===== src/rtl/tx_buffer_arbiter.sv =====
// tx_buffer_arbiter
//   Shares a fixed-latency transmit register pipeline among NUM_REQ requesters.
//   The block arbitrates round-robin and drives the pipeline input register.
//   A shadow tag pipeline follows every word through the transmit pipeline.
//   On the way out, each word is captured into a small output FIFO.
//   The FIFO is protected by credits, so it never overflows.
//   The transmit pipeline has no enable and no reset, so all flow control is here.
//
// Ports
//   clk           rising-edge clock
//   rst_n         asynchronous active-low reset
//   enable        1 = new grants permitted; in-flight words and the FIFO still drain when 0
//   req_valid     per-requester word valid
//   req_data      per-requester word, requester i at [i*DATA_W +: DATA_W]
//   req_ready     one-hot-or-zero grant (combinational)
//   buf_transmit  registered word into the transmit pipeline
//   buf_receive   word out of the transmit pipeline, PIPE_LAT cycles later
//   out_valid     FIFO non-empty
//   out_data      FIFO head word
//   out_src       FIFO head source index
//   out_ready     downstream accept
//   busy          words in flight or queued
//   overflow_err  sticky: push attempted while the FIFO was full
//
// PIPE_LAT must be >= 1 and FIFO_DEPTH >= PIPE_LAT+2 for full throughput.
module tx_buffer_arbiter #(
    parameter int NUM_REQ    = 4,
    parameter int DATA_W     = 5,
    parameter int PIPE_LAT   = 2,
    parameter int FIFO_DEPTH = 4,
    parameter int SRC_W      = 2
) (
    input  logic                        clk,
    input  logic                        rst_n,
    input  logic                        enable,
    input  logic [NUM_REQ-1:0]          req_valid,
    input  logic [NUM_REQ*DATA_W-1:0]   req_data,
    output logic [NUM_REQ-1:0]          req_ready,
    output logic [DATA_W-1:0]           buf_transmit,
    input  logic [DATA_W-1:0]           buf_receive,
    output logic                        out_valid,
    output logic [DATA_W-1:0]           out_data,
    output logic [SRC_W-1:0]            out_src,
    input  logic                        out_ready,
    output logic                        busy,
    output logic                        overflow_err
);

    localparam int NTAG  = PIPE_LAT + 1;
    localparam int CNT_W = $clog2(FIFO_DEPTH + 1);
    localparam int PTR_W = $clog2(FIFO_DEPTH);
    localparam int SUM_W = $clog2(FIFO_DEPTH + PIPE_LAT + 2) + 1;

    // Issue side
    logic [DATA_W-1:0] buf_transmit_q;
    logic [SRC_W-1:0]  rr_ptr_q, rr_ptr_d;

    // Tag stage k travels alongside buf_transmit delayed by k cycles.
    // The last stage therefore lines up with buf_receive.
    logic [NTAG-1:0]   tag_vld_q;
    logic [SRC_W-1:0]  tag_src_q [NTAG];

    // Output FIFO
    logic [DATA_W-1:0] fifo_data_q [FIFO_DEPTH];
    logic [SRC_W-1:0]  fifo_src_q  [FIFO_DEPTH];
    logic [PTR_W-1:0]  wr_ptr_q, rd_ptr_q;
    logic [CNT_W-1:0]  fifo_cnt_q;
    logic              overflow_q;

    logic [SUM_W-1:0]  inflight;
    logic [SUM_W-1:0]  credit_used;
    logic              credit_ok;
    logic              pop, push_req, push, fifo_full;
    logic              found, issue;
    logic [SRC_W-1:0]  gnt_idx, cand;
    logic [DATA_W-1:0] gnt_data;

    function automatic logic [PTR_W-1:0] ptr_inc(input logic [PTR_W-1:0] p);
        return (p == PTR_W'(FIFO_DEPTH - 1)) ? '0 : p + PTR_W'(1);
    endfunction

    function automatic logic [SRC_W-1:0] src_inc(input logic [SRC_W-1:0] s);
        return (s == SRC_W'(NUM_REQ - 1)) ? '0 : s + SRC_W'(1);
    endfunction

    always_comb begin
        inflight = '0;
        for (int k = 0; k < NTAG; k++) begin
            inflight = inflight + SUM_W'(tag_vld_q[k]);
        end
    end

    assign out_valid = (fifo_cnt_q != '0);
    assign pop       = out_valid & out_ready;
    assign fifo_full = (fifo_cnt_q == CNT_W'(FIFO_DEPTH));
    assign push_req  = tag_vld_q[NTAG-1];
    // A full FIFO can still accept a word when the head leaves in the same cycle.
    assign push      = push_req & (~fifo_full | pop);

    // Every word in flight already owns a FIFO slot.
    // The head leaving this cycle frees its slot in time for a new issue.
    assign credit_used = inflight + SUM_W'(fifo_cnt_q) - SUM_W'(pop);
    assign credit_ok   = enable & (credit_used < SUM_W'(FIFO_DEPTH));

    // Round-robin scan starting at rr_ptr_q.
    always_comb begin
        found   = 1'b0;
        gnt_idx = '0;
        cand    = rr_ptr_q;
        for (int k = 0; k < NUM_REQ; k++) begin
            if (!found && req_valid[cand]) begin
                found   = 1'b1;
                gnt_idx = cand;
            end
            cand = src_inc(cand);
        end
    end

    assign issue = found & credit_ok;

    always_comb begin
        req_ready = '0;
        gnt_data  = '0;
        for (int i = 0; i < NUM_REQ; i++) begin
            if (gnt_idx == SRC_W'(i)) begin
                req_ready[i] = issue;
                gnt_data     = req_data[i*DATA_W +: DATA_W];
            end
        end
    end

    assign rr_ptr_d = issue ? src_inc(gnt_idx) : rr_ptr_q;

    always_ff @(posedge clk or negedge rst_n) begin
        if (!rst_n) begin
            buf_transmit_q <= '0;
            rr_ptr_q       <= '0;
            tag_vld_q      <= '0;
            for (int k = 0; k < NTAG; k++) begin
                tag_src_q[k] <= '0;
            end
            wr_ptr_q       <= '0;
            rd_ptr_q       <= '0;
            fifo_cnt_q     <= '0;
            overflow_q     <= 1'b0;
        end else begin
            if (issue) begin
                buf_transmit_q <= gnt_data;
            end
            rr_ptr_q     <= rr_ptr_d;
            tag_vld_q    <= {tag_vld_q[NTAG-2:0], issue};
            tag_src_q[0] <= gnt_idx;
            for (int k = 1; k < NTAG; k++) begin
                tag_src_q[k] <= tag_src_q[k-1];
            end

            if (push) begin
                wr_ptr_q <= ptr_inc(wr_ptr_q);
            end
            if (pop) begin
                rd_ptr_q <= ptr_inc(rd_ptr_q);
            end
            if (push && !pop) begin
                fifo_cnt_q <= fifo_cnt_q + CNT_W'(1);
            end else if (pop && !push) begin
                fifo_cnt_q <= fifo_cnt_q - CNT_W'(1);
            end
            if (push_req && fifo_full && !pop) begin
                overflow_q <= 1'b1;
            end
        end
    end

    // FIFO storage holds only data, so it needs no reset.
    always_ff @(posedge clk) begin
        if (push) begin
            fifo_data_q[wr_ptr_q] <= buf_receive;
            fifo_src_q[wr_ptr_q]  <= tag_src_q[NTAG-1];
        end
    end

    assign buf_transmit = buf_transmit_q;
    assign out_data     = fifo_data_q[rd_ptr_q];
    assign out_src      = fifo_src_q[rd_ptr_q];
    assign busy         = (|tag_vld_q) | out_valid;
    assign overflow_err = overflow_q;

endmodule


===== config.mk =====
export PLATFORM = sky130hd
export DESIGN_NAME = tx_buffer_arbiter
export DESIGN_NICKNAME = d
export VERILOG_FILES = /design/src/rtl/tx_buffer_arbiter.sv
export SDC_FILE = /design/constraint.sdc
export NUM_CORES = 1
export LEC_CHECK = 0
export ABC_AREA = 1
export BUFFER_PORTS_ARGS = -buffer_cell sky130_fd_sc_hd__buf_4
export CAP_MARGIN = 25
export CORE_MARGIN = 5
export CORE_UTILIZATION = 55
export CTS_BUF_LIST = sky130_fd_sc_hd__clkbuf_4 sky130_fd_sc_hd__clkbuf_8
export DETAILED_ROUTE_END_ITERATION = 16
export PLACE_DENSITY = 0.84
export SETUP_SLACK_MARGIN = 0.02
export SLEW_MARGIN = 20
export SYNTH_ARGS = -nofsm -noshare
export SYNTH_HDL_FRONTEND = slang
export SYNTH_SLANG_ARGS = --single-unit

===== constraint.sdc =====
create_clock -name clk -period 3.9 [get_ports clk]
set_input_delay 0.585 -clock clk [delete_from_list [all_inputs] [get_ports clk]]
set_output_delay 0.585 -clock clk [all_outputs]
set_load 0.005 [all_outputs]

* Word level (Yosys, flattened, before mapping)
Memory sizes are Yosys's and may differ from the RTL's.
Cells that the tools add are included.
** Word-level totals
- Register bits :: 24
- Memory bits (writable) :: 28
- Bits of input ports :: 33
- Output and inout bits :: 19
- Memories :: 2
** Memory list
- fifo_data_q :: depth 4, bits a word 5, read ports 1, clocked after Yosys merged registers in 0, wr ports 1, line 64 : logic [DATA_W-1:0] fifo_data_q [FIFO_DEPTH];
- fifo_src_q :: depth 4, bits a word 2, read ports 1, clocked after Yosys merged registers in 0, wr ports 1, line 65 : logic [SRC_W-1:0] fifo_src_q [FIFO_DEPTH];
** Cells by class
- Add/sub/neg operators :: 12
- Magnitude comparators :: 5
- Equality and inequality tests :: 9
- Mux-type cells :: 34
- Bitwise gates (word level) :: 7
- Reductions and logical operators :: 16
** Operator list (number)
- 2-bit two-way mux :: 10
- 5-bit two-way mux :: 4
- 2-bit == test (second input constant) :: 7
- 1-bit two-way mux :: 14
- 2-bit by 1-bit adder with 2-bit output (second input constant) :: 6
- 2-bit by 3-bit < comparator with 1-bit output (second input constant) :: 4
- 1-bit binary-select mux with 2-bit select :: 4
- 1-bit logical AND :: 7
- 3-bit two-way mux :: 2
- 1-bit logical NOT :: 5
- 3-bit by 3-bit adder with 4-bit output :: 1
- 1-bit AND :: 4
- 4-bit by 3-bit < comparator with 1-bit output (second input constant) :: 1
- 4-bit by 1-bit subtractor with 4-bit output :: 1
- 2-bit by 1-bit adder with 3-bit output :: 1
- 3-bit by 1-bit adder with 3-bit output (second input constant) :: 1
- 3-bit == test (second input constant) :: 1
- 3-bit nonzero test :: 1
- 3-bit OR reduction :: 1
- 3-bit by 1-bit subtractor with 3-bit output (second input constant) :: 1
- 1-bit by 1-bit adder with 2-bit output :: 1
- 2-bit by 1-bit == test with 1-bit output (second input constant) :: 1
- 2-bit logical NOT :: 1
- 1-bit bitwise OR :: 2
- 2 further kinds :: 2

* Longest topological paths before layout
Gate-level depths: netlist (run 1).
- Depth after elaboration :: 17
- Gate-level depth with buffers :: 20

* Least setup slack after synthesis (run 1)
No wires, ideal clock.
- Path kind :: register to output
- Start :: register fifo_cnt_q[0]
- End :: output port req_ready[0]
- Arrival :: 2444 ps
- Required time :: 3315 ps
- Setup slack :: 871 ps
- Stages on the path, launching flop included :: 15
- Cell sequence :: dfrtp_1 -> nor2_1 -> nand2_1 -> inv_1 -> nor2_1 -> inv_1 -> or2_2 -> ha_1 -> ha_1 -> o21bai_1 -> nand3_1 -> nor3b_1 -> nand2_2 -> buf_6 -> nor2_1
** Between the ends
- Cells in the longest elaborated chain, start to end :: 7
** Ends and longest elaborated chain
- start: declaration :: line 67 : logic [CNT_W-1:0] fifo_cnt_q;
- start signal: assignment :: line 164 : fifo_cnt_q <= fifo_cnt_q + CNT_W'(1);
- start signal: assignment :: line 166 : fifo_cnt_q <= fifo_cnt_q - CNT_W'(1);
- 3-bit nonzero test :: line 93 : assign out_valid = (fifo_cnt_q != '0);
- via out_valid :: line 41 : output logic out_valid,
- 1-bit AND :: line 94 : assign pop = out_valid & out_ready;
- 4-bit by 1-bit subtractor with 4-bit output :: line 102 : assign credit_used = inflight + SUM_W'(fifo_cnt_q) - SUM_W'(pop);
- 4-bit by 3-bit < comparator with 1-bit output :: line 103 : assign credit_ok = enable & (credit_used < SUM_W'(FIFO_DEPTH));
- 1-bit AND :: line 103
- 1-bit AND :: line 119 : assign issue = found & credit_ok;
- 1-bit two-way mux :: line 125 : if (gnt_idx == SRC_W'(i)) begin
- end: declaration :: line 38 : output logic [NUM_REQ-1:0] req_ready,
The timed path passes the listed nets, and every way through them passes these cells.

* Worst setup path in the final report (run 1)
- Start :: register rr_ptr_q[0]
- End :: output port req_ready[2]
** Between the ends
- Cells in the longest elaborated chain, start to end :: 14
** Ends and longest elaborated chain
- start: declaration :: line 56 : logic [SRC_W-1:0] rr_ptr_q, rr_ptr_d;
- start signal: assignment :: line 150 : rr_ptr_q <= rr_ptr_d;
- parallel branches: the longest is 11 deep, another holds 2-bit by 1-bit adder with 2-bit output
- 2-bit two-way mux (*) :: line 111 : if (!found && req_valid[cand]) begin
- via gnt_idx[1] :: line 75 : logic [SRC_W-1:0] gnt_idx, cand;
- 2-bit == test (*) :: line 125
- 1-bit two-way mux (*) :: line 125
Mark *: on every way through the listed nets, which the timed path passes. The select of a mux whose other input is x is not followed.

==> impl_metrics.yaml, run 1 <==
sta:
  slew_headroom_pct: 52.97
  final-setup-viol-count: 0
  final_hold_viol_count: 0
  fmax_mhz: 284.8
  drv_slew: 0
  finalCritPeriodShare_pct: 90.02
  fin_ws_ns: 0.3891
  fin_skew_ns: 0.006134
  tns_ns: 0
  rsz0062_at_grt: "no"
  fin_crit_ns: 3.511
  worst_slew_pin_slew_ns: 0.7029
die:
  die_h_um: 80
  ios: 52
  core_um2: 4755
  start_util_pct: 56.68
  rows: 25
  dieArea_um2: 6400
  die_w_um: 80
global_route:
  grt_max_degree: 25
  grt_first_pass_wirelength_um: 8859
  grt_usage_pct: 17.80
  antenna_found_initial: 0
  overflow: 0
  grt_pass1_vias: 2062
yosys:
  synth.most_common_cell: "nand2_1"
  synth-main-ff-cell: "edfxtp_1"
  syn_nets: 342
  synthTopCellsByCount: "67 x nand2_1, 33 x inv_1, 32 x nor2_1, 31 x o21ai_0, 28 x edfxtp_1"
  synth_top_cell_area_share_pct: 31.20
  ys_ff_latch: 52
  syn_inst: 292
  ys_seq_area_share_pct: 53.48
  ys_top_cells_by_area: "edfxtp_1 31%, dfrtp_1 22%, nand2_1 9.3%"
  synth_top_cell_by_area: "edfxtp_1"
  yosys_warnings: 0
  synth_cell_types: 29
  async_reset_ff_share_pct: 46.15
  synth_edf_count: 28
  synth.avg_cell_area_um2: 9.230
  netlist_area_um2: 2695
routing:
  wire_per_inst_um: 12.41
  vias: 2030
  routed.top_layer: "met4"
  drt-met1-wl_um: 2162
  vias_per_cell: 4.903
  ant_nets: 0
  drtIter0Drc: 75
  dr_wl_met3_um: 333
  first_pass_iters: 4
  drc_errors: 0
  met2_wirelength_um: 2564
  routed_wl_um: 5138
worst_setup_path:
  reg2reg_to: "buf_transmit[4]$_DFFE_PN0P_"
  path_max_fanout: 13
  crit_type: "register to output port"
  startpoint_type: "register"
  rr_startpoint: "rr_ptr_q[0]$_DFFE_PN0P_"
  cp-end-kind: "output port"
  critPathRequiredTime_ns: 3.31
  worstRegToRegCells: 17
  rrSetupSlack_ns: 0.96
  critical_path_arrival_ns: 2.93
power_and_ir_drop:
  power.leakage_uw: 0.001507
  power_density_nw_per_um2: 898.8
  power.total_uw: 2913
  peakVddDrop_mv: 0.7401
clocking:
  cts_buffers: 5
  clkTransAtPathRegs_ns: 0.10
  htreeDepth: 2
  cts-root-buf: "clkbuf_8"
  cts_tree: "done"
  clk_path_buf_depth: 2
  clock-sinks: 52
  insertion_delay_ns: 0.31
  ctsHoldBuffers: 0
final_layout:
  finalCoreUtilization_pct: 68.16
  diodes: 0
  fill_cells: 391
  syn2layout_area_growth_pct: 20.24
  nets: 396
  drive_above_1_share_pct: 22.48
flow_run:
  cap_viol_max_count: 0
run_status:
  outcome: "finished clean"
placement:
  place_congestion: 0.8131
  pre_cts_ws_ns: 0.5411
  dp_hpwl_um: 3886
  portBuffers: 51
hold_path:
  hp-class: "primary input to async pin"
==> power breakdown <==
part,internal (µW),switching (µW),total [µW]
Sequential,739,132,871
Clock,136,189,325
Combinational,690,1030,1720
==> worst max-delay path, cell delays in order, from the launching register on <==
cell	delay, ns
dfrtp_2	0.51
ha_1	0.38
inv_1	0.20
nand2_2	0.10
nand2_2	0.10
nand2_1	0.06
nand2_1	0.11
nand3_1	0.15
a21oi_1	0.29
ha_1	0.33
inv_1	0.14
nor2_1	0.12
buf_4	0.12
==> per-layer routing <==
metal / GRT usage [%] / vias up
met5: 0 / -
met4: 6.588 / 0
met3: 4.853 / 9
met2: 31.62 / 57
met1: 20.28 / 892
li1: - / 1072
==> how the worst max path moves through the flow <==
stage | startpoint | to | cells past startpoint
3_5_place_dp | out_ready | req_ready[1] | 13
6_report | rr_ptr_q[0]$_DFFE_PN0P_ | req_ready[2] | 12
3_3_place_gp | out_ready | req_ready[3] | 13
4_1_cts | fifo_cnt_q[0]$_DFFE_PN0P_ | req_ready[1] | 14
5_1_grt | fifo_cnt_q[0]$_DFFE_PN0P_ | req_ready[3] | 14
2_1_floorplan | fifo_cnt_q[0]$_DFFE_PN0P_ | req_ready[0] | 14
==> placed cells by master (no fill, tap or decap), types with 2 or more instances in the layout <==
master / synthesis / layout
a21oi_1: 10 / 10
buf_4: 0 / 52
clkbuf_8: 0 / 5
dfrtp_1: 24 / 22
dfrtp_2: 0 / 2
edfxtp_1: 28 / 28
fa_1: 2 / 2
ha_1: 15 / 14
inv_1: 33 / 33
inv_6: 0 / 2
nand2_1: 67 / 67
nand2_2: 5 / 5
nand3_1: 14 / 14
nand3_2: 3 / 3
nor2_1: 32 / 31
o21ai_0: 31 / 30
o21ai_1: 3 / 4
o22ai_1: 7 / 7
==> flip-flops by register name, summed over array words and instances (netlist names) <==
name          count
tag_vld_q         3
wr_ptr_q          2
rr_ptr_q          2
buf_transmit      5
rd_ptr_q          2
overflow_err      1
fifo_cnt_q        3
fifo_src_q        8
tag_src_q         6
fifo_data_q      20
==> repair_timing <==
action                                 4_1_cts  5_1_grt
setup buffers                                0        1
setup endpoints to repair                    0        4
endpoints found under the hold margin        0        0
resized for setup                            0        5
==> logic make-up after synthesis <==
family / after synthesis / share of synthesized area (%)
and+or+nand+nor: 127 / 20.43
AOI/OAI and AO/OA: 55 / 11.00
DFF: 52 / 53.48
buffers and inverters: 39 / 5.989
adders and majority gates: 17 / 8.449
xor gates and xnor gates: 2 / 0.6501
==> layout make-up <==
type                    count  area, µm²  area share [%]
clock buffers               5      68.82           2.124
clock inverters             3      28.78          0.8880
inverters                  34      127.6           3.938
multi-input cells         201       1097           33.86
flip-flops and latches     52       1444           44.56
well taps                  67      83.83           2.587
repair buffers             52      390.4           12.05
==> stage by stage <==
step	hold slack [ns]	instances	instance area, µm²
6_report	0.1467	414	3241
5_1_grt	0.1671	414	3241
4_1_cts	0.1533	413	3226
3_5_place_dp	0.3395	405	3128
3_3_place_gp	0.3342	405	3128
2_1_floorplan	0.2894	292	2695
Note: power is estimated with default switching activity, not from simulation.
==> run 2: changes to the inputs <==
--- a/config.mk
+++ b/config.mk
@@ -13,7 +13,7 @@
 export CTS_BUF_LIST = sky130_fd_sc_hd__clkbuf_4 sky130_fd_sc_hd__clkbuf_8
 export DETAILED_ROUTE_END_ITERATION = 16
 export PLACE_DENSITY = 0.84
-export SETUP_SLACK_MARGIN = 0.02
+export SETUP_SLACK_MARGIN = 0.4
 export SLEW_MARGIN = 20
 export SYNTH_ARGS = -nofsm -noshare
 export SYNTH_HDL_FRONTEND = slang
==> run 2 against run 1 <==
Against the previous run: global-route usage rose by 0.096 points; worst setup slack improved by 0.22 ns; die area did not move; register-to-register slack improved by 0.02 ns; clock-buffer cell count did not move; design area rose by 3.5%; sequential power rose by 0.9%; critical path type unchanged; critical endpoint is now req_ready[1].
==> impl_metrics.yaml, run 2 (synthesis results as in run 1) <==
run_status:
  outcome: "finished clean"
sta:
  final-setup-viol-count: 0
  finalCritPeriodShare_pct: 84.26
  tns_ns: 0
  worst_slew_pin_slew_ns: 0.6909
  final_hold_viol_count: 0
  drv_slew: 0
  fin_skew_ns: 0.004388
  rsz0062_at_grt: "yes"
  fin_crit_ns: 3.286
  fmax_mhz: 304.3
  slew_headroom_pct: 53.77
  whs_ns: 0.1475
worst_setup_path:
  reg2reg_to: "rr_ptr_q[0]$_DFFE_PN0P_"
  slowest_stage: "dfrtp_2"
  critical_path_arrival_ns: 2.70
  cp_cell_sequence: "nor2_4, nand2_1, inv_2, nor2_4, inv_1, or2_2, nand2_1, fa_1, ha_1, nand3_1, a21oi_1, nor3b_2, nand2_2, nor2_1, buf_4"
  worstRegToRegCells: 19
  cp-end-kind: "output port"
  rrSetupSlack_ns: 0.98
  slowest_delay_ns: 0.45
  startpoint_type: "register"
  crit_type: "register to output port"
  rr_startpoint: "fifo_cnt_q[0]$_DFFE_PN0P_"
  path_max_fanout: 5
  critPathRequiredTime_ns: 3.31
  worstSetupStartpoint: "fifo_cnt_q[0]$_DFFE_PN0P_"
  cp-endpoint: "req_ready[1]"
final_layout:
  syn2layout_area_growth_pct: 24.42
  nets: 400
  diodes: 0
  final_common_cell: "nand2_1"
  layout_common_cells: "67 x nand2_1, 56 x buf_4, 31 x inv_1"
  reg_top3: "fifo_data_q (20), fifo_src_q (8), tag_src_q (6)"
  largest_reg_flops: 20
  largest_register: "fifo_data_q"
  fill_cells: 387
  drive_above_1_share_pct: 27.07
  fin_area_um2: 3353
  finalNonFillerCells: 418
global_route:
  grt_max_degree: 25
  grt_usage_pct: 17.89
  grt_pass1_vias: 2062
  antenna_found_initial: 0
  overflow: 0
  grt_first_pass_wirelength_um: 8901
routing:
  dr_wl_met3_um: 298
  drt-met1-wl_um: 2242
  met2_wirelength_um: 2851
  ant_nets: 0
  vias: 2099
  first_pass_iters: 4
  routed.top_layer: "met4"
  drc_errors: 0
  vias_per_cell: 5.022
  wire_per_inst_um: 13.10
  routed_wl_um: 5477
  drtIter0Drc: 126
clocking:
  cts_tree: "done"
  clk_path_buf_depth: 2
  clock-sinks: 52
  ctsHoldBuffers: 0
  clkTransAtPathRegs_ns: 0.10
  cts-root-buf: "clkbuf_8"
  cts_buffers: 5
  insertion_delay_ns: 0.31
  htreeDepth: 2
power_and_ir_drop:
  power_density_nw_per_um2: 947.9
  power.total_uw: 3179
  power.leakage_uw: 0.001526
  peakVddDrop_mv: 0.7824
placement:
  dp.cells: 405
  place_congestion: 0.8131
  dp_hpwl_um: 3886
  placed_area_um2: 3128
  portBuffers: 51
die:
  start_util_pct: 56.68
  die_w_um: 80
  die_h_um: 80
  dieArea_um2: 6400
  ios: 52
  rows: 25
  core_um2: 4755
hold_path:
  hp-class: "primary input to async pin"
flow_run:
  cap_viol_max_count: 0
==> run 2: cell types whose count changed in the layout (fill, tap and decap cells not counted), sizes merged <==
cell,delta
buf,+4
==> run 2: power by group <==
group          leakage [µW]  switching (µW)  total [µW]  internal [µW]
registers          0.000549             140         879            739
logic              0.000926            1140        1970            831
clock network     0.0000511             189         325            136
==> run 2: worst max-delay path, delay by kind of cell (launching register included) <==
family / cells / cell delay [ns]
buf+inv: 3 / 0.30
flops: 1 / 0.45
compound gates: 1 / 0.08
simple gates: 9 / 0.94
fa+ha+maj: 2 / 0.64
==> run 2: stage by stage <==
stage	utilization [%]	setup WS [ns]
after CTS	68.16	0.3879
after global placement	65.79	0.6073
after global routing	70.53	0.3872
after detailed placement	65.79	0.5411
after floorplan	-	0.8711
final	70.53	0.6137
==> run 2: final cells by class <==
| class | instances | area, µm² | share of cell area [%] |
|---|---|---|---|
| Clock buffer | 5 | 68.82 | 2.052 |
| Clock inverter | 3 | 28.78 | 0.8582 |
| Inverter | 34 | 127.6 | 3.806 |
| Multi-Input combinational cell | 201 | 1180 | 35.19 |
| Sequential cell | 52 | 1444 | 43.06 |
| Tap cell | 67 | 83.83 | 2.500 |
| Timing Repair Buffer | 56 | 420.4 | 12.54 |
==> run 2: how the worst min path moves through the flow <==
stage | startpoint | to | slack, ns | depth (start not counted)
after detailed placement | tag_src_q[5]$_DFF_PN0_ | tag_src_q[3]$_DFF_PN0_ | 0.34 | 0
after global placement | tag_src_q[5]$_DFF_PN0_ | tag_src_q[3]$_DFF_PN0_ | 0.33 | 0
after CTS | rst_n | tag_vld_q[2]$_DFF_PN0_ | 0.15 | 1
final | rst_n | fifo_cnt_q[2]$_DFFE_PN0P_ | 0.15 | 1
after global routing | rst_n | fifo_cnt_q[2]$_DFFE_PN0P_ | 0.17 | 1
after floorplan | rst_n | buf_transmit[0]$_DFFE_PN0P_ | 0.29 | 0
==> run 2: routing by layer <==
layer  vias up  GRT usage (%)
met3         9          4.853
met2        52          31.79
met1       956          20.43
met4         0          6.588
met5         -              0
li1       1082              -
==> run 2: what timing repair did <==
action / CTS / global route
setup buffers: 1 / 4
endpoints found under the hold margin: 0 / 0
pin swaps: 1 / 1
resized for setup: 5 / 17
setup endpoints to repair: 4 / 4
==> run 3: changes to the inputs <==
--- a/config.mk
+++ b/config.mk
@@ -5,7 +5,7 @@
 export SDC_FILE = /design/constraint.sdc
 export NUM_CORES = 1
 export LEC_CHECK = 0
-export ABC_AREA = 1
+export ABC_AREA = 0
 export BUFFER_PORTS_ARGS = -buffer_cell sky130_fd_sc_hd__buf_4
 export CAP_MARGIN = 25
 export CORE_MARGIN = 5
==> constraint.sdc (replaced) <==
create_clock -name clk -period 3.2 [get_ports clk]
set_input_delay 0.48 -clock clk [delete_from_list [all_inputs] [get_ports clk]]
set_output_delay 0.48 -clock clk [all_outputs]
set_load 0.005 [all_outputs]
==> run 3 against run 2 <==
Against the previous run: the flow now finishes with violations (negative setup slack); critical path depth down 2; clock skew up 0.0027 ns; cell count down 16%; worst hold slack worse by 0.088 ns; via count down 6.2%; critical path type unchanged; critical endpoint is now req_ready[3]; largest power group unchanged.
==> impl_metrics.yaml, run 3 <==
sta:
  fin_crit_ns: 3.453
  fin_ws_ns: -0.2527
  final_hold_viol_count: 0
  slew_headroom_pct: 62.79
  fmax_mhz: 289.6
  final-setup-viol-count: 4
  worst_slew_pin_slew_ns: 0.5569
  drv_slew: 0
  fin_skew_ns: 0.007063
  rsz0062_at_grt: "yes"
  finalCritPeriodShare_pct: 107.9
  tns_ns: -0.9863
worst_setup_path:
  worstRegToRegCells: 14
  cp_cell_sequence: "or3_4, nand2_4, or2_4, nand2_2, fa_2, ha_4, a31o_4, nand3_2, o31ai_4, o21ai_2, a21oi_4, and2_1, buf_4"
  rrSetupSlack_ns: 0.08
  rr_startpoint: "fifo_cnt_q[0]$_DFFE_PN0P_"
  critical_path_arrival_ns: 2.97
  cp-endpoint: "req_ready[3]"
  reg2reg_to: "buf_transmit[3]$_DFFE_PN0P_"
  slowest_delay_ns: 0.41
  path_buf_inv: 1
  slowest_stage: "dfrtp_2"
  worstSetupStartpoint: "fifo_cnt_q[0]$_DFFE_PN0P_"
  cp_num_cells: 13
  path_max_fanout: 5
  cp-end-kind: "output port"
  startpoint_type: "register"
  critPathRequiredTime_ns: 2.72
  crit_type: "register to output port"
  crit_family: "simple AND/OR/NAND/NOR gates"
yosys:
  synth.most_common_cell: "edfxtp_1"
  ys_ff_latch: 52
  synthTopCellsByCount: "28 x edfxtp_1, 24 x dfrtp_1, 21 x nand2_1, 15 x ha_1, 15 x o21ai_0"
  ys_top_cells_by_area: "edfxtp_1 31%, dfrtp_1 22%, mux4_2 7.5%"
  syn_nets: 266
  syn_inst: 216
  netlist_area_um2: 2718
  synth_edf_count: 28
  synth.avg_cell_area_um2: 12.58
  synth_top_cell_by_area: "edfxtp_1"
  synth_top_cell_area_share_pct: 30.94
  yosys_warnings: 0
  async_reset_ff_share_pct: 46.15
  synth-main-ff-cell: "edfxtp_1"
  ys_seq_area_share_pct: 53.04
  synth_cell_types: 47
die:
  core_um2: 4755
  rows: 25
  start_util_pct: 57.16
  dieArea_um2: 6446
  ios: 52
  die_w_um: 80.29
  die_h_um: 80.29
clocking:
  cts_buffers: 5
  cts_tree: "done"
  htreeDepth: 2
  clkTransAtPathRegs_ns: 0.09
  insertion_delay_ns: 0.31
  ctsHoldBuffers: 0
  clock-sinks: 52
  clk_path_buf_depth: 2
  cts-root-buf: "clkbuf_8"
final_layout:
  fill_cells: 325
  reg_top3: "fifo_data_q (20), fifo_src_q (8), tag_src_q (6)"
  final_common_cell: "buf_4"
  largest_reg_flops: 20
  finalCoreUtilization_pct: 75.84
  drive_above_1_share_pct: 45.96
  finalNonFillerCells: 352
  layout_common_cells: "69 x buf_4, 28 x edfxtp_1, 23 x dfrtp_1"
  syn2layout_area_growth_pct: 32.69
  diodes: 0
  nets: 334
  largest_register: "fifo_data_q"
global_route:
  grt_first_pass_wirelength_um: 9942
  grt_pass1_vias: 2083
  grt_usage_pct: 20.61
  antenna_found_initial: 0
  grt_max_degree: 25
  overflow: 0
routing:
  drtIter0Drc: 91
  vias: 1968
  routed_wl_um: 5982
  vias_per_cell: 5.591
  first_pass_iters: 4
  drc_errors: 0
  ant_nets: 0
  wire_per_inst_um: 16.99
flow_run:
  cap_viol_max_count: 0
placement:
  place_congestion: 0.8523
  dp_hpwl_um: 4151
  dp.cells: 334
  portBuffers: 51
hold_path:
  hp-class: "primary input to async pin"
power_and_ir_drop:
  peakVddDrop_mv: 0.9099
  power_density_nw_per_um2: 1102
  power.leakage_uw: 0.001491
run_status:
  outcome: "complete, but fails checks"
  violations: "negative setup slack"
run 3: cell count changes after synthesis, sizes merged, moves of 5 or more:
cell   previous run  this run
nor2             33         7
o22ai             7         1
nand3            17         3
buf               2         7
inv              34        11
and2              0         8
mux4              0         9
nand2            73        21
o21ai            35        15
mux2              0         9
run 3: worst min path at each step:
stage	endpoint	startpoint	slack [ns]
final	fifo_cnt_q[2]$_DFFE_PN0P_	rst_n	0.06
after global routing	tag_src_q[4]$_DFF_PN0_	rst_n	0.07
after CTS	fifo_cnt_q[2]$_DFFE_PN0P_	rst_n	0.07
after detailed placement	tag_src_q[1]$_DFF_PN0_	tag_src_q[3]$_DFF_PN0_	0.34
after global placement	tag_src_q[3]$_DFF_PN0_	tag_src_q[5]$_DFF_PN0_	0.33
after floorplan	buf_transmit[0]$_DFFE_PN0P_	rst_n	0.18
run 3: cell type report:
| cell class | count | area, µm² | area share, % |
|---|---|---|---|
| clock buffer | 5 | 68.82 | 1.908 |
| clock inverter | 3 | 37.54 | 1.041 |
| inverter | 11 | 41.29 | 1.145 |
| multi-input combinational | 140 | 1354 | 37.54 |
| sequential | 52 | 1443 | 40.01 |
| tap | 67 | 83.83 | 2.325 |
| timing repair buffer | 74 | 578.1 | 16.03 |
run 3: worst reg2reg max path, delay by kind of cell (launching register included):
family / cells / cell delay [ns]
AO/OA/AOI/OAI: 4 / 0.56
adder cells (fa/ha/maj): 2 / 0.66
buffers and inverters: 2 / 0.28
flip-flops: 1 / 0.41
multiplexers: 1 / 0.34
AND/OR/NAND/NOR: 5 / 0.80
run 3: stage by stage:
| step | area (µm²) | total power, µW | worst slack, ns | hold WS [ns] |
|---|---|---|---|---|
| 2_1_floorplan | 2811 | 2447 | 0.1141 | 0.1844 |
| 3_3_place_gp | 3293 | 2998 | 0.06317 | 0.3336 |
| 3_5_place_dp | 3293 | 3091 | -0.002264 | 0.3355 |
| 4_1_cts | 3560 | 3861 | -0.2308 | 0.06633 |
| 5_1_grt | 3606 | 4267 | -0.3507 | 0.07418 |
| 6_report | 3606 | 3972 | -0.2527 | 0.05916 |
run 3: cells by family (layout without fill, tap and decap cells):
| group | after synthesis | count (layout) | share of synthesized area, % |
|---|---|---|---|
| AO/OA/AOI/OAI | 42 | 42 | 10.18 |
| XOR/XNOR | 5 | 5 | 1.612 |
| adder cells (fa/ha/maj) | 17 | 17 | 8.379 |
| buffers and inverters | 24 | 93 | 4.005 |
| flip-flops | 52 | 52 | 53.04 |
| multiplexers | 18 | 18 | 11.33 |
| AND/OR/NAND/NOR | 58 | 58 | 11.46 |
run 3: where the power goes:
group,internal (µW),switching (µW)
clock,228,212
combinational,1320,1170
sequential,902,141
total,2450,1530
run 3: layer usage:
metal	vias to the layer above	share of wire (%)	GRT usage, %
li1	924	-	-
met3	10	6.0	4.709
met2	68	52	36.34
met4	0	1.9	8.277
met1	966	40	24.13
met5	-	0	0
run 3: timing repair:
| action | CTS | global route |
|---|---|---|
| pin swaps | 9 | 5 |
| hold endpoints to repair | 0 | 0 |
| gates resized for setup | 22 | 7 |
| buffers inserted | 8 | 2 |
| setup endpoints to repair | 12 | 11 |
